`config.mk`:
```
export PLATFORM = sky130hd
export DESIGN_NAME = en_serial_tx
export DESIGN_NICKNAME = d
export VERILOG_FILES = /design/src/rtl/en_serial_tx.sv
export SDC_FILE = /design/constraint.sdc
export NUM_CORES = 1
export LEC_CHECK = 0
export BUFFER_PORTS_ARGS = -buffer_cell sky130_fd_sc_hd__buf_2
export CAP_MARGIN = 20
export CORE_UTILIZATION = 40
export DETAILED_ROUTE_END_ITERATION = 8
export PLACE_DENSITY_LB_ADDON = 0.12
export SYNTH_ARGS = -nofsm -noshare
export SYNTH_HDL_FRONTEND = slang
export SYNTH_SLANG_ARGS = --single-unit
export TNS_END_PERCENT = 50
```
`constraint.sdc`:
```
create_clock -name CLK -period 1.44 [get_ports CLK]
set_input_delay 0.144 -clock CLK [delete_from_list [all_inputs] [get_ports CLK]]
set_output_delay 0.144 -clock CLK [all_outputs]
set_load 0.005 [all_outputs]
```
`src/rtl/en_serial_tx.sv`:
```
// Parallel-to-serial transmitter driving the SD/SEN pair of an enabled-flop chain.
// Optional macro PARITY_EN appends an even-parity bit after the data bits.
module en_serial_tx #(
    parameter int WIDTH     = 8,
    parameter int GAP       = 1,
    parameter int MSB_FIRST = 1
) (
    input  logic             CLK,
    input  logic             RST,
    input  logic [WIDTH-1:0] DIN,
    input  logic             LOAD_VALID,
    output logic             LOAD_READY,
    output logic             SD,
    output logic             SEN,
    output logic             BUSY,
    output logic             DONE
);

    localparam int CW = $clog2(WIDTH + 1);
`ifdef PARITY_EN
    localparam int NBITS = WIDTH + 1;
`else
    localparam int NBITS = WIDTH;
`endif
    localparam logic [CW-1:0] LAST = CW'(NBITS - 1);

    localparam logic [1:0] S_IDLE  = 2'd0;
    localparam logic [1:0] S_SHIFT = 2'd1;
    localparam logic [1:0] S_GAP   = 2'd2;

    logic [1:0]       state_q, state_d;
    logic [WIDTH-1:0] sr_q, sr_d;
    logic [CW-1:0]    cnt_q, cnt_d;
    logic [3:0]       gcnt_q, gcnt_d;
    logic             sd_q, sd_d;
    logic             sen_q, sen_d;
    logic             done_q, done_d;
    logic             ready_q, ready_d;
    logic             busy_q, busy_d;
    logic             accept;
    logic             first_bit;
    logic             next_bit;
    logic [WIDTH-1:0] din_shifted;
    logic [WIDTH-1:0] sr_shifted;
`ifdef PARITY_EN
    logic             par_q, par_d;
`endif

    assign accept = LOAD_VALID && ready_q;

    // Bit selection and shift direction are fixed by MSB_FIRST.
    always_comb begin
        if (MSB_FIRST != 0) begin
            first_bit   = DIN[WIDTH-1];
            next_bit    = sr_q[WIDTH-1];
            din_shifted = DIN << 1;
            sr_shifted  = sr_q << 1;
        end else begin
            first_bit   = DIN[0];
            next_bit    = sr_q[0];
            din_shifted = DIN >> 1;
            sr_shifted  = sr_q >> 1;
        end
    end

    always_comb begin
        state_d = state_q;
        sr_d    = sr_q;
        cnt_d   = cnt_q;
        gcnt_d  = gcnt_q;
        sd_d    = sd_q;
        sen_d   = 1'b0;
        done_d  = 1'b0;
        ready_d = ready_q;
        busy_d  = busy_q;
`ifdef PARITY_EN
        par_d   = par_q;
`endif
        unique case (state_q)
            S_IDLE: begin
                if (accept) begin
                    state_d = S_SHIFT;
                    cnt_d   = '0;
                    sd_d    = first_bit;
                    sr_d    = din_shifted;
                    sen_d   = 1'b1;
                    ready_d = 1'b0;
                    busy_d  = 1'b1;
`ifdef PARITY_EN
                    par_d   = ^DIN;
`endif
                end
            end
            S_SHIFT: begin
                if (cnt_q == LAST) begin
                    done_d = 1'b1;
                    cnt_d  = '0;
                    if (GAP == 0) begin
                        state_d = S_IDLE;
                        ready_d = 1'b1;
                        busy_d  = 1'b0;
                    end else begin
                        state_d = S_GAP;
                        gcnt_d  = 4'(GAP - 1);
                    end
                end else begin
                    cnt_d = cnt_q + CW'(1);
                    sen_d = 1'b1;
                    sr_d  = sr_shifted;
                    sd_d  = next_bit;
`ifdef PARITY_EN
                    if (cnt_q == CW'(NBITS - 2)) begin
                        sd_d = par_q;
                    end
`endif
                end
            end
            S_GAP: begin
                if (gcnt_q == 4'd0) begin
                    state_d = S_IDLE;
                    ready_d = 1'b1;
                    busy_d  = 1'b0;
                end else begin
                    gcnt_d = gcnt_q - 4'd1;
                end
            end
            default: begin
                state_d = S_IDLE;
                ready_d = 1'b1;
                busy_d  = 1'b0;
            end
        endcase
    end

    always_ff @(posedge CLK) begin
        if (RST) begin
            state_q <= S_IDLE;
            sr_q    <= '0;
            cnt_q   <= '0;
            gcnt_q  <= '0;
            sd_q    <= 1'b0;
            sen_q   <= 1'b0;
            done_q  <= 1'b0;
            ready_q <= 1'b1;
            busy_q  <= 1'b0;
`ifdef PARITY_EN
            par_q   <= 1'b0;
`endif
        end else begin
            state_q <= state_d;
            sr_q    <= sr_d;
            cnt_q   <= cnt_d;
            gcnt_q  <= gcnt_d;
            sd_q    <= sd_d;
            sen_q   <= sen_d;
            done_q  <= done_d;
            ready_q <= ready_d;
            busy_q  <= busy_d;
`ifdef PARITY_EN
            par_q   <= par_d;
`endif
        end
    end

    assign LOAD_READY = ready_q;
    assign SD         = sd_q;
    assign SEN        = sen_q;
    assign BUSY       = busy_q;
    assign DONE       = done_q;

endmodule

```
After elaboration in Yosys (flattened, before gate mapping). Cells that the tools add are included.

Logic and storage cells: 57. Input bits: 11. Bits in registers: 23. Output and inout port bits: 5.

Equality and inequality tests: 8. Reductions and logical operators: 11. Add/sub/neg operators: 2. Bitwise gates (word level): 1. Muxes and demuxes: 26.

Operators by type and width (number): $mux W4 (4); $mux W8 (2); $pmux W4 S2 (2); $pmux W8 S2 (1); $reduce_and A3 Y1 (4); $ne A2 B2 Y1 const B (5); $mux W1 (9); $mux W2 (3); $pmux W1 S3 (2); $pmux W2 S3 (1); $add A4 B1 Y4 const B (1); $eq A4 B3 Y1 const B (1); $logic_not A4 Y1 (1); $pmux W1 S2 (2); $reduce_bool A2 Y1 (2); $sub A4 B1 Y4 const B (1); $eq A2 B1 Y1 const B (1); $eq A2 B2 Y1 const B (1); $logic_not A2 Y1 (1); $reduce_and A2 Y1 (1); $reduce_or A2 Y1 (1); $logic_and A1 B1 Y1 (1); $not A1 Y1 (1).

Longest topological paths before layout.
Depth after elaboration: 3. Mapped depth: 6. Mapped depth without buffers: 5.

Worst setup path after synthesis. OpenSTA, ideal clock, no wires.

Path kind: reg2reg. From: register gcnt_q[0]. To: register gcnt_q[1]. Library setup time: 0.123 ns. Setup slack: -0.142 ns. Data arrival time: 1.458 ns. Stages on the path, launching flop included: 6. Path through: dfxtp_1 > inv_1 > ha_1 > or3b_1 > a22oi_2 > mux2_1.

Word-level cells in the longest chain between the ends: 3. Elaborated cells on any way between the ends: 6. Classes of those cells: 1 x add/sub; 1 x eq/ne; 2 x mux; 2 x reduce/logical.

Ends and longest elaborated chain: start, declared (line 34) `logic [3:0] gcnt_q, gcnt_d;`; start signal, assigned (line 153) `gcnt_q <= gcnt_d;`; $sub A4 B1 Y4 / $logic_not A4 Y1 (equally long branches) (line 124, 119); $mux W4 / $ne A2 B2 Y1 (equally long branches); $pmux W4 S2 / $reduce_and A3 Y1 (equally long branches).

Parallel ways exist; a longest one is shown, timed or not. The select of a mux whose other input is x is not followed. A chain may end at the register's enable or synchronous reset.

Worst setup path in the final report. Same ends and word-level chain as after synthesis.

==> summary.md <==
| Metric | Value |
|---|---|
| # fillers | `232` |
| Sw frac | `0.249` |
| Routed Antenna Nets | `0` |
| Sequential share of power | `0.487` |
| Final Skew | `0.00585 ns` |
| DP HPWL | `about 1700 microns` |
| Drt total wl | `2450 microns` |
| Setup Crit Path Kind | `reg2reg` |
| CP arrival | `1.74 ns` |
| Flops & latches, synth | `22` |
| Crit path max fanout | `2` |
| Tcrit/Tclk final | `1.05` |
| Synthesized area per cell | `around 8.7 sq um` |
| ANT cells | `0` |
| Compound-Gate Fraction of Synth Area | `0.225` |
| Core area | `2500 sq um` |
| Cells after Synth | `about 120` |
| Reg area | `445 sq um` |
| Met2 Wirelength | `1150 microns` |
| Post-synth ARST share | `0` |
| Syn nets | `137` |
| Initial antenna violation count | `0` |
| Status | `finished, violations left` |
| Largest net degree at the start of global routing | `26` |
| Area of the multi-input gates | `just under 600 sq um` |
| Setup crit end kind | `flip-flop` |
| Global-route wire length before repair | `3960 microns` |
| Synth-to-layout area growth | `28.3%` |
| I/O pins | `16` |
| Die Y | `53.6 microns` |
| Aggregate global routing overflow | `0` |
| Die W | `53.6 microns` |
| Vias per cell | `~5.6` |
| Synth Area in XOR/XNOR | `0` |
| Placed Area | `1290 sq um` |
| CTS buffer count | `3` |
| Final worst setup slack | `-0.0759 ns` |
| Gr usage total | `0.190` |
| RD Place Congestion | `0.787` |
| Die area | `2880 sq um` |
| Gate power share | `0.163` |
| DR WL/cell | `13.5 microns` |
| Main flop type after synthesis | `dfxtp_1` |
| # DRC | `0` |
| Failing checks | `setup timing` |
| Leakage | `0.548 nW` |
| Share of post-route cells with drive strength above 1 | `0.349` |
| Seq/Total Area, Yosys | `0.413` |
| Final setup TNS | `-0.102 ns` |
| Hold Crit Class | `in2reg` |
| CTS tree | `done` |
| Relative slew slack | `0.705` |
| Fin area | `1370 sq um` |
| Top routing layer in use | `met4` |
| Post-Syn Area | `~1100 sq um` |
| Port-buffer cells | `15` |
| Via count | `1024` |
| Final Hold Viols | `0` |
| Vias in the first global route | `936` |
| Power per cell area | `1010 nW/um^2` |
| Post-synthesis simple-gate area fraction | `0.251` |
| Unrepaired setup endpoints after global routing | `true` |
| Number of max-cap violations | `0` |
| Placed cells | `around 180` |
| Root Driver | `clkbuf_4` |
| Worst Tran Pin Value | `roughly 0.44 ns` |
| Clock power share | `0.350` |
| DRT iter0 DRCs | `22` |
| Met1 WL | `1160 microns` |
| Clock period minus worst slack | `1.52 ns` |
| Hold-fix buffers, CTS | `0` |
| FMAX | `660 MHz` |
| Main combinational cell family by area after synthesis | `simple AND/OR/NAND/NOR gates` |
| Non-filler cells, final | `between 150 and 200` |
| Multiplexer share of the synthesized area | `0.0200` |
| Starting Density | `0.426` |
| Drt pass-1 iters | `4` |
| Clock latency at the later pin of the worst-skew pair | `roughly 0.32 ns` |
| CTS H-tree depth | `1` |
| WP data required | `1.67 ns` |
| Reg clk slew, reported paths | `0.13 ns` |
| Adder-cell share of the synthesized area | `0.0352` |
| Rows | `18` |
| EDFF count, synth | `0` |
| Endpoints failing setup | `2` |
| NetSw | `0.346 mW` |
| Nets | `about 170` |
| Worst IR Drop VDD | `0.000633 V` |
| Startpoint Class | `flip-flop` |
| Synth unique cells | `38` |
| Clk sinks | `22` |
| Warning count from the yosys run | `0` |
| Int Pwr | `1.04 mW` |
| Pins Over Slew Limit | `0` |
| Max Root-Sink Buffers | `2` |
| Met3 WL | `99 microns` |
synthesized netlist by cell type, types with 4 or more instances:
cell,number,area share
dfxtp_1,22,0.41
o21ai_0,5,0.023
clkbuf_1,4,0.014
nor3_1,4,0.019
a211oi_1,8,0.056
a21oi_1,6,0.028
nor2b_1,5,0.029
a311oi_1,7,0.058
buf_2,4,0.019
nand2_1,17,0.060
flip-flops by register name, summed over array words and instances (netlist names):
register,count
SEN,1
gcnt_q,4
DONE,1
cnt_q,4
BUSY,1
LOAD_READY,1
state_q,2
SD,1
sr_q,7
power groups by stage:
stage,clock [mW],sequential [mW],combinational (mW)
after global placement,0,0.688,0.211
after detailed placement,0,0.689,0.218
after CTS,0.500,0.675,0.221
after global routing,0.520,0.682,0.251
after floorplan,0,0.687,0.138
final,0.485,0.676,0.227
layout make-up:
cell class / instances / share of cell area
clock inverter: 1 / 0.0220
sequential: 22 / 0.326
timing repair buffer: 35 / 0.165
inverter: 3 / 0.00823
multi-input combinational: 88 / 0.435
tap: 30 / 0.0274
clock buffer: 3 / 0.0165
metrics by stage:
| stage | hold slack, ns | setup slack [ns] | util | power [mW] |
|---|---|---|---|---|
| 2_1_floorplan | 0.280 | -0.0697 | - | 0.824 |
| 3_3_place_gp | 0.416 | -0.0676 | 0.515 | 0.899 |
| 3_5_place_dp | 0.423 | -0.156 | 0.515 | 0.907 |
| 4_1_cts | 0.0598 | -0.0882 | 0.538 | 1.40 |
| 5_1_grt | 0.0588 | -0.144 | 0.547 | 1.45 |
| 6_report | 0.0741 | -0.0759 | 0.547 | 1.39 |
critical path: stages (launching register included):
cell	delay (ns)
dfxtp_2	0.35
inv_2	0.05
ha_1	0.13
or3b_4	0.38
a22oi_2	0.18
mux2_1	0.34
routing by layer:
layer  vias up  GRT usage
met5         -          0
met4         0     0.0965
met1       485      0.225
li1        514          -
met2        21      0.329
met3         4     0.0311
final timing paths:
| kind | start | endpoint | slack (ns) | cells past startpoint |
|---|---|---|---|---|
| max | gcnt_q[0]$_SDFFE_PP0P_ | gcnt_q[1]$_SDFFE_PP0P_ | -0.08 | 5 |
| min | DIN[0] | sr_q[1]$_SDFFE_PP0P_ | 0.07 | 3 |
| max reg2reg | gcnt_q[0]$_SDFFE_PP0P_ | gcnt_q[1]$_SDFFE_PP0P_ | -0.08 | 5 |
| min reg2reg | gcnt_q[3]$_SDFFE_PP0P_ | gcnt_q[3]$_SDFFE_PP0P_ | 0.49 | 2 |
cells in the final DEF, fill, tap and decap left out, types with 2 or more instances in the layout:
cell type	count
ha_1	2
nand3_1	3
o21ai_0	5
nor2b_1	3
nand2b_1	3
dfxtp_1	18
nand2_1	17
nor3_1	4
buf_4	20
nor2b_2	2
nor2_1	3
a21oi_1	6
buf_2	15
dfxtp_2	4
inv_2	2
or3_1	2
a311oi_1	7
a211oi_1	8
clkbuf_4	3
logic make-up (layout without fill, tap and decap cells):
logic type | Yosys count | count (layout)
compound gates | 34 | 34
fa+ha+maj | 3 | 3
buf+inv | 13 | 42
flops | 22 | 22
mux | 2 | 2
simple gates | 49 | 49
repair_timing:
action                                  in CTS  in global routing
setup buffers                                0                  0
pin swaps                                    0                  2
hold endpoints to repair                     0                  0
resized for setup                            1                  8
endpoints found under the setup margin      12                  8
(Power assumes the default switching activity.)
